<file path="config.mk">
export PLATFORM = sky130hd
export DESIGN_NAME = cordic_dir_buf
export DESIGN_NICKNAME = d
export VERILOG_FILES = /design/src/rtl/cordic_pkg.sv /design/src/rtl/dir_fifo.sv /design/src/rtl/cordic_dir_buf.sv
export SDC_FILE = /design/constraint.sdc
export NUM_CORES = 1
export LEC_CHECK = 0
export BUFFER_PORTS_ARGS = -buffer_cell sky130_fd_sc_hd__buf_2
export CAP_MARGIN = 20
export CORE_MARGIN = 2
export CORE_UTILIZATION = 56
export DETAILED_ROUTE_END_ITERATION = 10
export PLACE_DENSITY_LB_ADDON = 0.1
export SYNTH_ARGS = -nofsm -noshare
export SYNTH_HDL_FRONTEND = slang
export SYNTH_HIERARCHICAL = 1
export SYNTH_SLANG_ARGS = --single-unit
</file>
<file path="constraint.sdc">
create_clock -name clk -period 2.6 [get_ports clk]
set_input_delay 0.26 -clock clk [delete_from_list [all_inputs] [get_ports clk]]
set_output_delay 0.26 -clock clk [all_outputs]
set_load 0.1 [all_outputs]
</file>
<file path="src/rtl/cordic_pkg.sv">
// Constants and replay FSM encoding shared by the CORDIC direction-bit blocks.
package cordic_pkg;

    localparam int ITER_DEF = 14;
    localparam int BITNUM   = 18;

    typedef enum logic [1:0] {
        ST_IDLE  = 2'd0,
        ST_START = 2'd1,
        ST_SHIFT = 2'd2
    } rep_state_e;

endpackage

</file>
<file path="src/rtl/dir_fifo.sv">
// Angle-word FIFO with registered storage, wrap-around pointers and occupancy count.
module dir_fifo #(
    parameter  int WIDTH = 14,
    parameter  int DEPTH = 4,
    localparam int PTR_W = $clog2(DEPTH),
    localparam int CNT_W = $clog2(DEPTH + 1)
) (
    input  logic             clk,
    input  logic             rst,
    input  logic             push_i,
    input  logic [WIDTH-1:0] push_data_i,
    input  logic             pop_i,
    output logic [WIDTH-1:0] head_o,
    output logic             full_o,
    output logic             empty_o,
    output logic [CNT_W-1:0] count_o
);

    logic [WIDTH-1:0] mem_q [DEPTH];
    logic [WIDTH-1:0] mem_d [DEPTH];
    logic [PTR_W-1:0] wr_ptr_q, wr_ptr_d;
    logic [PTR_W-1:0] rd_ptr_q, rd_ptr_d;
    logic [CNT_W-1:0] cnt_q, cnt_d;
    logic             do_push, do_pop;

    assign full_o  = (cnt_q == CNT_W'(DEPTH));
    assign empty_o = (cnt_q == '0);
    assign count_o = cnt_q;
    assign head_o  = mem_q[rd_ptr_q];

    // A push into a full FIFO only lands when the head leaves on the same edge.
    assign do_pop  = pop_i && !empty_o;
    assign do_push = push_i && (!full_o || do_pop);

    always_comb begin
        mem_d    = mem_q;
        wr_ptr_d = wr_ptr_q;
        rd_ptr_d = rd_ptr_q;
        cnt_d    = cnt_q;
        if (do_push) begin
            mem_d[wr_ptr_q] = push_data_i;
            wr_ptr_d        = wr_ptr_q + 1'b1;
        end
        if (do_pop) begin
            rd_ptr_d = rd_ptr_q + 1'b1;
        end
        if (do_push && !do_pop) begin
            cnt_d = cnt_q + 1'b1;
        end else if (!do_push && do_pop) begin
            cnt_d = cnt_q - 1'b1;
        end
    end

    always_ff @(posedge clk or posedge rst) begin
        if (rst) begin
            for (int i = 0; i < DEPTH; i++) begin
                mem_q[i] <= '0;
            end
            wr_ptr_q <= '0;
            rd_ptr_q <= '0;
            cnt_q    <= '0;
        end else begin
            mem_q    <= mem_d;
            wr_ptr_q <= wr_ptr_d;
            rd_ptr_q <= rd_ptr_d;
            cnt_q    <= cnt_d;
        end
    end

endmodule

</file>
<file path="src/rtl/cordic_dir_buf.sv">
// Captures vectoring-CORDIC direction bits into angle words and replays them
// serially to a rotation CORDIC, each word REPLAY times before it is popped.
module cordic_dir_buf
    import cordic_pkg::*;
#(
    parameter  int ITER   = ITER_DEF,
    parameter  int DEPTH  = 4,
    parameter  int REPLAY = 1,
    localparam int CNT_W  = $clog2(DEPTH + 1)
) (
    input  logic             clk,
    input  logic             rst,
    input  logic             cap_start_i,
    input  logic             cap_d_i,
    input  logic             rep_req_i,
    output logic             rot_start_o,
    output logic             rot_d_o,
    output logic             busy_o,
    output logic             full_o,
    output logic             empty_o,
    output logic [CNT_W-1:0] count_o,
    output logic             overflow_o
);

    localparam int              IDX_W       = $clog2(ITER);
    localparam logic [IDX_W-1:0] LAST_IDX   = IDX_W'(ITER - 1);
    localparam logic [3:0]       REPLAY_LAST = 4'(REPLAY - 1);

    rep_state_e        state_q, state_d;
    logic              cap_arm_q, cap_arm_d;
    logic [IDX_W-1:0]  cap_idx_q, cap_idx_d;
    logic [ITER-1:0]   cap_word_q, cap_word_d, cap_word_s;
    logic [IDX_W-1:0]  bit_q, bit_d;
    logic [3:0]        rep_cnt_q, rep_cnt_d;
    logic              overflow_q, overflow_d;
    logic              push, pop;
    logic [ITER-1:0]   head_word;

    dir_fifo #(
        .WIDTH (ITER),
        .DEPTH (DEPTH)
    ) u_fifo (
        .clk         (clk),
        .rst         (rst),
        .push_i      (push),
        .push_data_i (cap_word_s),
        .pop_i       (pop),
        .head_o      (head_word),
        .full_o      (full_o),
        .empty_o     (empty_o),
        .count_o     (count_o)
    );

    // A fresh start pulse discards any partial word; a word completing on that
    // same edge is still pushed because all its bits are already in.
    always_comb begin
        cap_arm_d  = cap_arm_q;
        cap_idx_d  = cap_idx_q;
        cap_word_s = cap_word_q;
        push       = 1'b0;
        if (cap_arm_q) begin
            cap_word_s[cap_idx_q] = cap_d_i;
            if (cap_idx_q == LAST_IDX) begin
                push      = 1'b1;
                cap_arm_d = 1'b0;
            end else begin
                cap_idx_d = cap_idx_q + 1'b1;
            end
        end
        cap_word_d = cap_word_s;
        if (cap_start_i) begin
            cap_arm_d  = 1'b1;
            cap_idx_d  = '0;
            cap_word_d = '0;
        end
    end

    always_comb begin
        state_d     = state_q;
        bit_d       = bit_q;
        rep_cnt_d   = rep_cnt_q;
        pop         = 1'b0;
        rot_start_o = 1'b0;
        rot_d_o     = 1'b0;
        busy_o      = 1'b0;
        unique case (state_q)
            ST_IDLE: begin
                if (rep_req_i && !empty_o) begin
                    state_d = ST_START;
                end
            end
            ST_START: begin
                rot_start_o = 1'b1;
                busy_o      = 1'b1;
                bit_d       = '0;
                state_d     = ST_SHIFT;
            end
            ST_SHIFT: begin
                busy_o  = 1'b1;
                rot_d_o = head_word[bit_q];
                if (bit_q == LAST_IDX) begin
                    state_d = ST_IDLE;
                    if (rep_cnt_q == REPLAY_LAST) begin
                        pop       = 1'b1;
                        rep_cnt_d = '0;
                    end else begin
                        rep_cnt_d = rep_cnt_q + 1'b1;
                    end
                end else begin
                    bit_d = bit_q + 1'b1;
                end
            end
            default: state_d = ST_IDLE;
        endcase
    end

    assign overflow_d = overflow_q | (push && full_o && !pop);
    assign overflow_o = overflow_q;

    always_ff @(posedge clk or posedge rst) begin
        if (rst) begin
            state_q    <= ST_IDLE;
            cap_arm_q  <= 1'b0;
            cap_idx_q  <= '0;
            cap_word_q <= '0;
            bit_q      <= '0;
            rep_cnt_q  <= '0;
            overflow_q <= 1'b0;
        end else begin
            state_q    <= state_d;
            cap_arm_q  <= cap_arm_d;
            cap_idx_q  <= cap_idx_d;
            cap_word_q <= cap_word_d;
            bit_q      <= bit_d;
            rep_cnt_q  <= rep_cnt_d;
            overflow_q <= overflow_d;
        end
    end

endmodule

</file>
## Yosys cells after proc, flatten, opt, wreduce, memory -nomap -nowiden

Index checks and enable logic that the tools add are counted.

- Logic and storage cells: 100
- Memory bits (writable): 0
- Output and inout port bits: 9
- ROM bits: 0
- Flip-flop bits (word level): 93
- Latch bits: 0
- Memories: 0

- Order comparisons: 6
- Shift-type cells: 0
- Add/sub/neg operators: 7
- Div/mod/pow operators: 0
- Reduce and logical (&&, ||, !) cells: 26
- Multiply operators: 0
- Equal/unequal tests: 9
- Multiplexer cells: 35
- Bitwise operators: 3

Operators by type and width:

| operator | number |
|---|---|
| 2-to-1 mux 14 bit | 5 |
| bitwise mux 56 bit | 1 |
| binary-select mux 14 bit (select 2 bit) | 1 |
| demux 14 bit (select 2 bit) | 1 |
| 2-to-1 mux 4 bit | 5 |
| bitwise mux 14 bit | 1 |
| 2-to-1 mux 1 bit | 13 |
| adder 4 x 1 -> 4 bit, second input constant | 3 |
| < comparator 4 x 5 -> 1 bit, second input constant | 2 |
| logical AND 1 bit | 9 |
| == test 4 bit, second input constant | 2 |
| != test 2 bit, second input constant | 4 |
| case mux 4 bit (2 select lines) | 1 |
| AND reduction 2 bit | 4 |
| greater-or-equal comparator 3 bit, second input constant | 2 |
| 2-to-1 mux 3 bit | 2 |
| inverter 2 -> 3 bit | 2 |
| case mux 2 bit (3 select lines) | 1 |
| nonzero test 2 bit | 3 |
| logical NOT 1 bit | 5 |
| adder 2 x 1 -> 2 bit, second input constant | 2 |
| binary-select mux 1 bit (select 4 bit) | 1 |
| demux 1 bit (select 4 bit) | 1 |
| greater-or-equal comparator 4 x 1 -> 1 bit, second input constant | 1 |
| 13 further kinds | 14 |

## Logic depth before layout (Yosys ltp)

- Word-level depth: 11
- Depth in mapped cells: 13
- Gate-level depth less buffers: 12

## Modules after synthesis

The synthesis kept the hierarchy.

By module, submodules not included:

| module | times used | area each (um2) | cells an instance |
|---|---|---|---|
| dir_fifo | 1 | 2854.0 | 174 |
| cordic_dir_buf | 1 | 1824.2 | 165 |

## Worst setup path after synthesis

No wires, ideal clock.

- Kind: register to register
- Start: register u_fifo.cnt_q[0], in the netlist u_fifo/count_o[0]
- End: register u_fifo.cnt_q[2], in the netlist u_fifo/count_o[2]
- Stages on the path, launching flop included: 9
- Setup slack: -1.926 ns
- Data arrival time: 4.363 ns
- Required time: 2.437 ns
- Setup time: 0.163 ns
- Cells stage by stage: dfrtp_1 nor3_1 nand2b_1 ha_1 inv_1 fa_1 xor2_1 nor2_1 xor2_1

- Word-level cells in the longest chain between the ends: 8
- Elaborated cells between the ends (all ways): 16
- Classes of those cells: add/sub: 2; eq/ne: 1; mux: 2; reduce/logical: 11

RTL lines:

| item | line | source |
|---|---|---|
| start, declared | dir_fifo.sv:23 | `logic [CNT_W-1:0] cnt_q, cnt_d;` |
| start signal, assigned | dir_fifo.sv:66 | `cnt_q <= cnt_d;` |
| logical NOT 3 bit (*) | dir_fifo.sv:27 | `assign empty_o = (cnt_q == '0);` |
| via empty_o | cordic_dir_buf.sv:20 | `output logic empty_o,` |
| logical NOT 1 bit (*) | dir_fifo.sv:32 | `assign do_pop = pop_i && !empty_o;` |
| logical AND 1 bit (*) | dir_fifo.sv:32 |  |
| logical OR 1 bit | dir_fifo.sv:33 | `assign do_push = push_i && (!full_o \|\| do_pop);` |
| logical AND 1 bit | dir_fifo.sv:33 |  |
| logical NOT 1 bit | dir_fifo.sv:49 | `end else if (!do_push && do_pop) begin` |
| logical AND 1 bit | dir_fifo.sv:49 |  |
| nonzero test 2 bit (no line) | n/a |  |

Mark *: on every way through the listed nets, which the timed path passes. The rest lies on a longest branch. The select of a mux whose other input is x is not followed.
A chain may end at the register's enable or synchronous reset.

## Final worst setup path

- Start: register u_fifo.rd_ptr_q[0]
- End: output port rot_d_o

- Word-level cells in the longest chain between the ends: 7

RTL lines:

| item | line | source |
|---|---|---|
| start, declared | dir_fifo.sv:22 | `logic [PTR_W-1:0] rd_ptr_q, rd_ptr_d;` |
| start signal, assigned | dir_fifo.sv:65 | `rd_ptr_q <= rd_ptr_d;` |
| inverter 2 -> 3 bit (not written as such) | dir_fifo.sv:29 | `assign head_o = mem_q[rd_ptr_q];` |
| binary-select mux 14 bit (select 2 bit) | dir_fifo.sv:29 |  |
| 2-to-1 mux 14 bit (not written as such) (2 in series) | dir_fifo.sv:29 |  |
| via head_word[2] | cordic_dir_buf.sv:37 | `logic [ITER-1:0] head_word;` |
| binary-select mux 1 bit (select 4 bit) | cordic_dir_buf.sv:100 | `rot_d_o = head_word[bit_q];` |
| 2-to-1 mux 1 bit (not written as such) | cordic_dir_buf.sv:100 |  |
| 2-to-1 mux 1 bit | cordic_dir_buf.sv:86 | `unique case (state_q)` |
| end, declared | cordic_dir_buf.sv:17 | `output logic rot_d_o,` |

The timed path passes the listed nets, and every way through them passes these cells. The select of a mux whose other input is x is not followed.

==> flow_metrics.tcl <==
set metrics [dict create \
    rows 33 \
    path_buf_inv 2 \
    clock_path_buffers 2 \
    gp_congestion 0.758 \
    antenna_found_initial 0 \
    critPathSlowestCell "mux4_2" \
    power.leakage_nw 2.54 \
    clockRootBuffer "clkbuf_8" \
    worstMarginPinSlew_ps 484 \
    numCtsBuffers 9 \
    clkSinkCount 93 \
    violations "setup timing" \
    cts_tree "done" \
    fp.dieW_microns 95.4 \
    io_buffers 13 \
    dr.pass1.iters 4 \
    ys_top_cells_by_area "dfrtp_1 50%, mux2_2 18%, mux4_2 8.2%" \
    slew_headroom 0.680 \
    antenna_cells 0 \
    critPathKind "register to primary output" \
    worstPathArrival_ps 2420 \
    place_hpwl_microns 6010 \
    async_reset_ff_frac 1.00 \
    hold_viol_final 0 \
    vias 2808 \
    utilization 0.652 \
    yosys_most_used_dff "dfrtp_1" \
    max_freq_ghz 0.373 \
    ys_warn_count 6 \
    outcome "complete, but fails checks" \
    clk_latency_ps 360 \
    max_stage_delay_ps 520 \
    grt-ovfl-total 0 \
    synth_area_sq_um 4680 \
    clock_skew_ps 14.0 \
    period_minus_slack_ps 2680 \
    coreArea_sq_um 8180 \
    p_per_area_nw_per_um2 667 \
    grt_pass1_wl_microns 14700 \
    synthDistinctLibCells 49 \
    drive_gt1_frac 0.460 \
    dp_cells 468 \
    ys_seq_area_frac 0.497 \
    final_common_cell "dfrtp_1" \
    drtIter0Drc 124 \
    wire_per_inst_microns 18.0 \
    drt_wl_total_microns 8860 \
    path_cells "buf_12 > mux4_2 > mux4_2 > o221ai_2 > a21oi_2 > buf_12" \
    grt_max_degree 31 \
    min_path_type "input port to register" \
    r2r_slack_ps 110 \
    vdd_drop_max_uv 452 \
    rsz0062_at_grt "true" \
    synth_seq_cells 93 \
    ant_nets 0 \
    grt_pass1_vias 2888 \
    start_util 0.572 \
    track_usage 0.216 \
    ios 14 \
    crit_family "multiplexers" \
    instances_no_fill 492 \
    synth_area_leader_cell "dfrtp_1" \
    layout.nets 405 \
    critical_path.max_fanout 5 \
    path_clk_slew_ps 100 \
    via_per_inst 5.71 \
    synth_edf_count 0 \
    dieArea_sq_um 9100 \
    synth.net_count 362 \
    layout_common_cells "89 x dfrtp_1, 75 x mux2_2, 32 x buf_4" \
    cp_data_required_time_ps 2340 \
    worst_slack_ps -81.9 \
    syn2layout_area_growth_pct 13.9 \
    period_share 1.03 \
    slew_viol_final 0 \
    maxCapViolations 0 \
    start_kind "register" \
    syn_inst 339 \
    end_kind "primary output" \
    synth.avg_cell_area_sq_um 13.8 \
    die_h_microns 95.4 \
    cts.htree.levels 3 \
    yosys.area.top_type_share 0.497 \
    setup_viol 1 \
    drc 0 \
]
-- tightest hold or removal path, delay by kind of cell --
family / cells / cell delay (ps)
compound gates: 2 / 160
buf+inv: 1 / 90
simple gates: 1 / 80
-- metal layers --
| layer | track usage | up-vias | routed length (microns) |
|---|---|---|---|
| met5 | 0 | - | 0 |
| met4 | 0.0738 | 0 | 118 |
| met3 | 0.0316 | 11 | 137 |
| met2 | 0.341 | 27 | 4330 |
| met1 | 0.308 | 1454 | 4270 |
| li1 | - | 1316 | - |
-- registers in the layout (all words and copies together) (netlist names) --
name             flops
u_fifo/wr_ptr_q      2
state_q              2
u_fifo/rd_ptr_q      2
cap_arm_q            1
cap_idx_q            4
bit_q                4
u_fifo/mem_q        56
rep_cnt_q            4
cap_word_q          14
u_fifo/count_o       3
overflow_o           1
-- Yosys cell counts, types with 2 or more instances --
cell type,number
o21ai_0,5
mux4_2,17
dfrtp_1,93
buf_6,5
mux2_2,75
nand2_1,11
and4bb_2,4
nand3_1,5
xnor2_1,5
o211ai_1,2
xor2_1,2
clkbuf_1,2
nor2_1,7
a21o_1,2
a211oi_1,2
ha_1,17
nor2b_1,14
buf_2,7
buf_4,2
nor3b_1,2
nand2b_1,4
a21oi_1,6
o31ai_1,2
nand4b_1,8
inv_1,15
nand4_1,2
-- power by group --
part           switching, mW  leakage (nW)  internal [mW]  total [mW]
logic                  0.639          1.15          0.341       0.980
registers             0.0694          1.28           1.50        1.57
clock network          0.503         0.110          0.499        1.00
total                   1.21          2.54           2.35        3.56
-- through the flow --
step           area (sq um)  setup TNS (ps)  total power [mW]  setup WS, ps  hold WS, ps
2_1_floorplan          4700            -439              2.30          -238          326
6_report               5330           -81.9              3.56         -81.9          268
3_3_place_gp           5010               0              2.50          26.6          295
3_5_place_dp           5010           -43.2              2.52         -43.2          306
4_1_cts                5310           -91.3              3.58         -91.3          266
5_1_grt                5330            -176              3.72          -176          276
-- kinds of logic (layout without fill, tap and decap cells) --
| group | after synthesis | in the layout | synth area share |
|---|---|---|---|
| muxes | 93 | 93 | 0.265 |
| and+or+nand+nor | 69 | 69 | 0.0976 |
| DFF | 93 | 93 | 0.497 |
| xor gates and xnor gates | 7 | 7 | 0.0131 |
| adders and majority gates | 18 | 18 | 0.0497 |
| buffers and inverters | 33 | 81 | 0.0406 |
| AOI/OAI and AO/OA | 26 | 26 | 0.0369 |
-- area by class of cell --
type / count / area [sq um]
Clock buffer: 11 / 151
Clock inverter: 5 / 57.6
Fill cell: 628 / 2850
Inverter: 16 / 62.6
Multi-Input combinational cell: 213 / 2200
Sequential cell: 93 / 2330
Tap cell: 105 / 131
Timing Repair Buffer: 49 / 398
-- repair_timing --
item,4_1_cts,5_1_grt
cloned,1,0
pin swaps,2,1
hold buffers,1,0
endpoints found under the hold margin,43,0
setup endpoints to repair,3,3
gates resized for setup,8,2
buffers inserted,4,2
-- final timing paths --
check | endpoint | cells past startpoint | startpoint
setup / recovery | rot_d_o | 6 | u_fifo/rd_ptr_q[0]$_DFFE_PP0P_
hold / removal | state_q[0]$_DFFE_PP0P_ | 4 | rep_req_i
setup reg to reg | u_fifo/count_o[1]$_DFFE_PP0P_ | 10 | state_q[0]$_DFFE_PP0P_
hold reg to reg | overflow_o$_DFF_PP0_ | 1 | overflow_o$_DFF_PP0_
max in group asynchronous | u_fifo/mem_q[33]$_DFFE_PP0P_ | 4 | rst
min in group asynchronous | u_fifo/mem_q[10]$_DFFE_PP0P_ | 3 | rst
Power figures use the tool's default switching activity.
